[config.mk]
export PLATFORM = sky130hd
export DESIGN_NAME = game_fsm_v2
export DESIGN_NICKNAME = d
export VERILOG_FILES = /design/src/rtl/game_fsm_v2.sv
export SDC_FILE = /design/constraint.sdc
export NUM_CORES = 1
export LEC_CHECK = 0
export CELL_PAD_IN_SITES_DETAIL_PLACEMENT = 0
export CELL_PAD_IN_SITES_GLOBAL_PLACEMENT = 2
export CORE_AREA = 2 2 72 142
export CTS_BUF_LIST = sky130_fd_sc_hd__clkbuf_4 sky130_fd_sc_hd__clkbuf_8
export DETAILED_ROUTE_END_ITERATION = 12
export DIE_AREA = 0 0 74 144
export PLACE_DENSITY = 0.81
export SYNTH_ARGS = -nofsm -noshare
export SYNTH_HDL_FRONTEND = slang
export SYNTH_SLANG_ARGS = --single-unit
[constraint.sdc]
create_clock -name clk -period 4 [get_ports clk]
set_input_delay 0.4 -clock clk [delete_from_list [all_inputs] [get_ports clk]]
set_output_delay 0.4 -clock clk [all_outputs]
set_load 0.01 [all_outputs]
[src/rtl/game_fsm_v2.sv]
// game_fsm_v2: STG game-flow controller (intro/title/play/hit/bomb/pause/end phases)
// with life/bomb stock tracking and datapath enable/reset generation. Rev 1.0
`default_nettype none

module game_fsm_v2 #(
  parameter int CNT_W       = 4,
  parameter int LIFE_INIT   = 3,
  parameter int BOMB_INIT   = 3,
  parameter int LIFE_MAX    = 9,
  parameter int BOMB_MAX    = 9,
  parameter int TMR_W       = 32,
  parameter int INTRO_TICKS = 20000000,
  parameter int HIT_TICKS   = 20000000,
  parameter int BOMB_TICKS  = 40000000
) (
  input  logic             clk,
  input  logic             hard_reset_n,
  input  logic             enter_i,
  input  logic             bomb_i,
  input  logic             pause_i,
  input  logic             collision_i,
  input  logic             die_i,
  input  logic             life_up_i,
  input  logic             bomb_up_i,
  output logic [CNT_W-1:0] num_life_o,
  output logic [CNT_W-1:0] num_bomb_o,
  output logic [3:0]       game_state_o,
  output logic             game_en_o,
  output logic             game_reset_o,
  output logic             invuln_o
);

  typedef enum logic [3:0] {
    S_INIT     = 4'b0000,
    S_START    = 4'b0001,
    S_PLAY     = 4'b0010,
    S_PAUSE    = 4'b0011,
    S_BOMB     = 4'b0110,
    S_HIT      = 4'b1010,
    S_SUCCESS  = 4'b1000,
    S_GAMEOVER = 4'b1001
  } state_t;

  localparam logic [TMR_W-1:0] C_INTRO_T = TMR_W'(INTRO_TICKS);
  localparam logic [TMR_W-1:0] C_HIT_T   = TMR_W'(HIT_TICKS);
  localparam logic [TMR_W-1:0] C_BOMB_T  = TMR_W'(BOMB_TICKS);
  localparam logic [CNT_W-1:0] C_LIFE_I  = CNT_W'(LIFE_INIT);
  localparam logic [CNT_W-1:0] C_BOMB_I  = CNT_W'(BOMB_INIT);
  localparam logic [CNT_W-1:0] C_LIFE_M  = CNT_W'(LIFE_MAX);
  localparam logic [CNT_W-1:0] C_BOMB_M  = CNT_W'(BOMB_MAX);

  state_t             state_q, state_d;
  state_t             saved_q, saved_d;
  logic [TMR_W-1:0]   timer_q, timer_d;
  logic [CNT_W-1:0]   life_q, life_d;
  logic [CNT_W-1:0]   bcnt_q, bcnt_d;
  logic               en_q, en_d;
  logic               greset_q, greset_d;
  logic               invuln_q, invuln_d;
  logic               enter_q, bomb_q, pause_q;

  logic enter_pe, bomb_pe, pause_pe;
  logic life_dec, bomb_dec, life_block, load_init;
  logic pickup_ok, life_inc, bomb_inc;

  assign enter_pe = enter_i & ~enter_q;
  assign bomb_pe  = bomb_i  & ~bomb_q;
  assign pause_pe = pause_i & ~pause_q;

  always_comb begin
    state_d    = state_q;
    saved_d    = saved_q;
    timer_d    = timer_q;
    en_d       = en_q;
    greset_d   = 1'b0;
    life_dec   = 1'b0;
    bomb_dec   = 1'b0;
    life_block = 1'b0;
    load_init  = 1'b0;

    case (state_q)
      S_INIT: begin
        if (timer_q == '0) state_d = S_START;
        else               timer_d = timer_q - TMR_W'(1);
      end
      S_START: begin
        if (enter_pe) begin
          state_d  = S_PLAY;
          en_d     = 1'b1;
          greset_d = 1'b1;
        end
      end
      S_PLAY: begin
        if (pause_pe) begin
          state_d = S_PAUSE;
          saved_d = S_PLAY;
          en_d    = 1'b0;
        end else if (die_i) begin
          state_d = S_SUCCESS;
          en_d    = 1'b0;
        end else if (collision_i) begin
          if (life_q == '0) begin
            state_d    = S_GAMEOVER;
            en_d       = 1'b0;
            life_block = 1'b1;
          end else begin
            life_dec = 1'b1;
            state_d  = S_HIT;
            timer_d  = C_HIT_T;
          end
        end else if (bomb_pe && bcnt_q != '0) begin
          bomb_dec = 1'b1;
          state_d  = S_BOMB;
          timer_d  = C_BOMB_T;
        end
      end
      S_HIT: begin
        if (pause_pe) begin
          state_d = S_PAUSE;
          saved_d = S_HIT;
          en_d    = 1'b0;
        end else if (die_i) begin
          state_d = S_SUCCESS;
          en_d    = 1'b0;
        end else if (bomb_pe && bcnt_q != '0) begin
          bomb_dec = 1'b1;
          state_d  = S_BOMB;
          timer_d  = C_BOMB_T;
        end else if (timer_q == '0) begin
          state_d = S_PLAY;
        end else begin
          timer_d = timer_q - TMR_W'(1);
        end
      end
      S_BOMB: begin
        if (pause_pe) begin
          state_d = S_PAUSE;
          saved_d = S_BOMB;
          en_d    = 1'b0;
        end else if (die_i) begin
          state_d = S_SUCCESS;
          en_d    = 1'b0;
        end else if (timer_q == '0) begin
          state_d = S_PLAY;
        end else begin
          timer_d = timer_q - TMR_W'(1);
        end
      end
      // Timer is simply not touched here, so it resumes where it froze.
      S_PAUSE: begin
        if (pause_pe) begin
          state_d = saved_q;
          en_d    = 1'b1;
        end
      end
      S_SUCCESS, S_GAMEOVER: begin
        if (enter_pe) begin
          state_d   = S_INIT;
          timer_d   = C_INTRO_T;
          en_d      = 1'b0;
          greset_d  = 1'b1;
          load_init = 1'b1;
        end
      end
      default: begin
        state_d = S_INIT;
        timer_d = C_INTRO_T;
        en_d    = 1'b0;
      end
    endcase

    pickup_ok = (state_q == S_PLAY) || (state_q == S_HIT) || (state_q == S_BOMB);
    life_inc  = life_up_i & pickup_ok & ~life_block;
    bomb_inc  = bomb_up_i & pickup_ok;

    // A pickup and a decrement in the same cycle cancel out.
    if (load_init)                 life_d = C_LIFE_I;
    else if (life_inc && !life_dec) life_d = (life_q >= C_LIFE_M) ? life_q : life_q + CNT_W'(1);
    else if (life_dec && !life_inc) life_d = life_q - CNT_W'(1);
    else                            life_d = life_q;

    if (load_init)                 bcnt_d = C_BOMB_I;
    else if (bomb_inc && !bomb_dec) bcnt_d = (bcnt_q >= C_BOMB_M) ? bcnt_q : bcnt_q + CNT_W'(1);
    else if (bomb_dec && !bomb_inc) bcnt_d = bcnt_q - CNT_W'(1);
    else                            bcnt_d = bcnt_q;

    invuln_d = (state_d == S_HIT) || (state_d == S_BOMB) ||
               ((state_d == S_PAUSE) && ((saved_d == S_HIT) || (saved_d == S_BOMB)));
  end

  always_ff @(posedge clk or negedge hard_reset_n) begin
    if (!hard_reset_n) begin
      state_q  <= S_INIT;
      saved_q  <= S_PLAY;
      timer_q  <= C_INTRO_T;
      life_q   <= C_LIFE_I;
      bcnt_q   <= C_BOMB_I;
      en_q     <= 1'b0;
      greset_q <= 1'b0;
      invuln_q <= 1'b0;
      enter_q  <= 1'b0;
      bomb_q   <= 1'b0;
      pause_q  <= 1'b0;
    end else begin
      state_q  <= state_d;
      saved_q  <= saved_d;
      timer_q  <= timer_d;
      life_q   <= life_d;
      bcnt_q   <= bcnt_d;
      en_q     <= en_d;
      greset_q <= greset_d;
      invuln_q <= invuln_d;
      enter_q  <= enter_i;
      bomb_q   <= bomb_i;
      pause_q  <= pause_i;
    end
  end

  assign num_life_o   = life_q;
  assign num_bomb_o   = bcnt_q;
  assign game_state_o = state_q;
  assign game_en_o    = en_q;
  assign game_reset_o = greset_q;
  assign invuln_o     = invuln_q;

endmodule

`default_nettype wire

Yosys cells after proc, flatten, opt, wreduce, memory -nomap -nowiden
Cells that the tools add are included.
{"block": "classes", "reduce_logical": 29, "magnitude_cmp": 2, "n_bitwise": 12, "n_eq_ne": 28, "mux": 71, "add_sub_neg": 5}
{"operator": "$mux W32", "n": 12}
{"operator": "$pmux W32 S6", "n": 1}
{"operator": "$mux W4", "n": 25}
{"operator": "$logic_not A32 Y1", "n": 1}
{"operator": "$sub A32 B1 Y32 const B", "n": 1}
{"operator": "$mux W1", "n": 28}
{"operator": "$pmux W4 S7", "n": 1}
{"operator": "$eq A4 B4 Y1 const B", "n": 5}
{"operator": "$ne A2 B2 Y1 const B", "n": 9}
{"operator": "$eq A4 B2 Y1 const B", "n": 3}
{"operator": "$eq A4 B3 Y1 const B", "n": 3}
{"operator": "$ne A3 B3 Y1 const B", "n": 4}
{"operator": "$pmux W4 S3", "n": 1}
{"operator": "$reduce_and A10 Y1", "n": 1}
{"operator": "$add A4 B1 Y4 const B", "n": 2}
{"operator": "$ge A4 B4 Y1 const B", "n": 2}
{"operator": "$logic_not A4 Y1", "n": 2}
{"operator": "$ne A4 B4 Y1 const B", "n": 2}
{"operator": "$sub A4 B1 Y4 const B", "n": 2}
{"operator": "$reduce_and A7 Y1", "n": 1}
{"operator": "$and A1 B1 Y1", "n": 6}
{"operator": "$logic_and A1 B1 Y1", "n": 6}
{"operator": "$not A1 Y1", "n": 6}
{"operator": "$pmux W1 S6", "n": 1}
{"operator": "11 further kinds", "n": 22}
{"block": "totals", "in_bits": 9, "ff_bits": 54, "out_inout_bits": 15, "elab_cells": 158}

Longest topological paths before layout
{"block": "depth", "word_depth": 13, "ltp_mapped": 11, "depth_no_buf": 10}

Worst setup path before layout
OpenSTA, ideal clock, no wires.
{"block": "synth_path", "path_kind": "reg2reg", "startpoint": "register state_q[1] (netlist: game_state_o[1])", "endpoint": "register bcnt_q[3] (netlist: num_bomb_o[3])", "period_less_slack_ns": 3.022, "setup_ns": 0.120, "stages_incl_launch_ff": 12, "t_arrival_ns": 2.902, "setup_slack_ns": 0.978, "required_time_ns": 3.880, "n_path_buf": 1, "cell_sequence": "dfrtp_1 clkbuf_1 nor3b_1 nand4_1 o211ai_1 ha_1 a21o_1 a21oi_1 or4b_2 o21ai_0 nand2_1 o211a_1"}
{"block": "synth_via", "elab_chain_len": 8, "elab_cells_between_ends": 20, "cone_classes": "6 x eq/ne; 4 x mux; 1 x bitwise; 9 x reduce/logical"}
{"item": "start: declaration", "line_no": "52", "source": "state_t state_q, state_d;"}
{"item": "start signal: assignment", "line_no": "205", "source": "state_q <= state_d;"}
{"item": "$eq A4 B2 Y1 / $eq A4 B4 Y1 (equally long branches)", "line_no": "81, 172"}
{"item": "$logic_or A1 B1 Y1 (2 in a row)", "line_no": "172", "source": "pickup_ok = (state_q == S_PLAY) || (state_q == S_HIT) || (state_q == S_BOMB);"}
{"item": "$and A1 B1 Y1", "line_no": "174", "source": "bomb_inc = bomb_up_i & pickup_ok;"}
{"item": "$logic_not A1 Y1", "line_no": "184", "source": "else if (bomb_dec && !bomb_inc) bcnt_d = bcnt_q - CNT_W'(1);"}
{"item": "$logic_and A1 B1 Y1", "line_no": "184"}
{"item": "$reduce_bool A3 Y1 (no source line)"}
{"item": "$reduce_and A2 Y1 (no source line)"}
{"item": "end signal: assignment", "line_no": "209", "source": "bcnt_q <= bcnt_d;"}
{"item": "end: declaration", "line_no": "56", "source": "logic [CNT_W-1:0] bcnt_q, bcnt_d;"}
Parallel ways exist; a longest one is shown, timed or not.
A chain may end at the register's enable or synchronous reset.

Worst setup path in the final report
Ends and elaborated chain as after synthesis.

==> impl_metrics.csv <==
group,metric,value,unit
run_status,status,"complete, but fails checks",
run_status,failed_checks,"negative hold slack",
sta,holdWs,-6.14,ps
layout,area_delta_synth_final,15.3,%
sta,worstMarginPinSlew,878,ps
die,start_util,0.368,
detailed_routing,first_pass_iters,5,
clock_network,cts.htree.levels,2,
placement,dpl.cell_count,559,
sta,tns,0,ps
layout,nets,450,
clock_network,clock_latency,320,ps
synth,synth_edf_count,0,
layout,final_cells,567,
detailed_routing,wl,11000,um
placement,portBuffers,23,
setup_path,required,4220,ps
setup_path,setup.worst_path.class,"reg -> reg",
synth,netlist_area,3550,um^2
sta,rsz0062_at_grt,"false",
synth,ys_seq_elements,54,
sta,worst_slack,759,ps
detailed_routing,drc_errors,0,
detailed_routing,maxUsedRoutingLayer,"met4",
sta,clock.fmax,309,MHz
clock_network,cts.path.max_buffers,2,
sta,final_max_slew_viol_count,0,
synth,async_flop_share,1.00,
die,chipHeight,144,um
die,io-pin-count,24,
synth,ys.flop_type,"dfrtp_1",
detailed_routing,routedWlPerCell,19.4,um
synth,yosys_warnings,0,
layout,drive_gt1_frac,0.115,
clock_network,cts_tree,"built",
placement,place.gp.congestion,0.945,
detailed_routing,vias_per_cell,5.92,
sta,finClkSkew,6.92,ps
placement,dp_hpwl,8190,um
sta,period_minus_slack,3240,ps
layout,final_core_util,0.424,
synth,syn_nets,424,
synth,syn_inst,408,
synth,netlist-cell-type-count,56,
setup_path,cp.arrival,3460,ps
placement,place_ws,472,ps
pwr,power_density,738,nW/um^2
setup_path,r2r_start,"game_state_o[1]$_DFF_PN0_",
detailed_routing,route.layer.met1.wl,3910,um
synth,avgSynthCellArea,8.69,um^2
clock_network,root_buffer,"clkbuf_8",
setup_path,rrSetupSlack,760,ps
min_path,hold_path_class,"in -> async",
grt,gr-usage-all-layers,0.226,
die,std_cell_rows,51,
sta,finalCritPeriodShare,0.810,
clock_network,cts_made_buffers,5,
clock_network,cts_resized,0,
detailed_routing,vias,3354,
clock_network,cts.sink_count,54,
die,die-area,10700,um^2
setup_path,crit_fanout,13,
layout,mostFrequentLayoutCell,"dfrtp_1",
die,core,9640,um^2
layout,most-common-layout-cells,"dfrtp_1 (41), nor2_1 (32), nor3_1 (28), o21ai_0 (28), nand2_1 (26)",
setup_path,worst_r2r_path_depth,10,
detailed_routing,ant_nets,0,
sta,slew-limit-headroom,0.412,
detailed_routing,dr.first_iter.drc_count,189,
clock_network,hold_buffers,0,
die,fp.dieW,74,um
clock_network,post-cts-setup-buffer-count,0,
setup_path,rr_endpoint,"num_bomb_o[3]$_DFFE_PN0P_",
grt,grt_pass1_wl,18300,um
layout,diodes,0,
detailed_routing,routed-wl-met2,6310,um
setup_path,end_kind,"flip-flop",
pwr,p_leak,1.70,nW
sta,setup_violations,0,
grt,grt_pass1_vias,3517,
setup_path,cp-start-kind,"flip-flop",
run,cap_violations,0,
synth,ys_seq_area_frac,0.386,
pwr,peakVddDrop,0.000318,V
detailed_routing,wl_met3,347,um
clock_network,clk_pin_slew,100,ps
grt,grt_max_degree,38,
grt,grt-ovfl-total,0,
grt,antenna_found_initial,0,
sta,hold_violations,11,
## layout make-up
type                            instances  area, um^2
Fill cell                            1024        5550
Multi-Input combinational cell        319        2040
Sequential cell                        54        1370
Timing Repair Buffer                   40         353
Tap cell                              132         165
Clock buffer                            7        83.8
Inverter                               14        52.6
Clock inverter                          1        30.0
## metal layers
metal  GRT usage  vias to the layer above
li1            -                     1589
met1       0.236                     1635
met2       0.427                      100
met3      0.0223                       30
met4       0.115                        0
met5           0                        -
## worst max-delay path by stage
stage                                   start                         to  slack, ps  cells past startpoint
floorplan           game_state_o[1]$_DFF_PN0_  num_bomb_o[3]$_DFFE_PN0P_        980                     11
global placement                       bomb_i  num_bomb_o[3]$_DFFE_PN0P_        540                     11
detailed placement                     bomb_i  num_bomb_o[3]$_DFFE_PN0P_        470                     11
CTS                 game_state_o[1]$_DFF_PN0_  num_bomb_o[3]$_DFFE_PN0P_        770                     10
global route        game_state_o[1]$_DFF_PN0_  num_bomb_o[3]$_DFFE_PN0P_        430                     10
finish              game_state_o[1]$_DFF_PN0_  num_bomb_o[3]$_DFFE_PN0P_        760                     10
## cells in the mapped netlist (all sizes together) (4+ instances only)
library cell / count / area share
mux2i: 7 / 0.020
ha: 5 / 0.018
o31ai: 4 / 0.0085
clkbuf: 18 / 0.019
nor2: 32 / 0.034
nor3: 28 / 0.040
nand2: 26 / 0.028
dfrtp: 41 / 0.29
a21oi: 23 / 0.032
or3: 9 / 0.017
o21ai: 29 / 0.041
o211ai: 7 / 0.015
a31oi: 11 / 0.019
or2: 4 / 0.0071
a21o: 12 / 0.025
nand3: 15 / 0.021
a22o: 5 / 0.012
or4: 4 / 0.0085
nor4: 10 / 0.018
xor2: 5 / 0.012
dfstp: 13 / 0.096
o2bb2ai: 7 / 0.017
nand4: 4 / 0.0071
and3: 4 / 0.0071
nand2b: 9 / 0.016
nor2b: 8 / 0.014
inv: 14 / 0.015
o31a: 4 / 0.0099
a32o: 4 / 0.011
## worst max-delay path, cell delays in order, from the launching register on
cell and delay (ps):
dfrtp_1 570, nor3b_1 310, nand4_1 200, o211ai_1 450
ha_1 320, a21o_1 170, a21oi_1 190, or4b_2 610
o21ai_0 100, nand2_1 80, o211a_1 130
## cells by family after synthesis
group | count (synthesis) | synth area share
mux | 7 | 0.0198
flops | 54 | 0.386
xor+xnor | 5 | 0.0123
compound gates | 130 | 0.254
simple gates | 170 | 0.257
fa+ha+maj | 7 | 0.0289
buf+inv | 35 | 0.0416
## state kept, by name, indices dropped and copies added, names as in the netlist
signal        count
timer_q          32
game_state_o      4
num_bomb_o        4
num_life_o        4
saved_q           4
bomb_q            1
enter_q           1
game_en_o         1
game_reset_o      1
invuln_o          1
pause_q           1
## per-stage QoR
step	area (um^2)	power, mW
after detailed placement	3980	2.64
after global routing	4090	3.28
after CTS	4090	3.05
final	4090	3.02
after global placement	3980	2.62
after floorplan	3550	2.06
## report_power, final
group | total (mW) | internal, mW | switching (mW) | leakage (nW)
sequential | 1.01 | 0.784 | 0.227 | 0.680
clock | 0.392 | 0.201 | 0.191 | 0.0593
combinational | 1.62 | 0.669 | 0.948 | 0.962
Power figures use the tool's default switching activity.
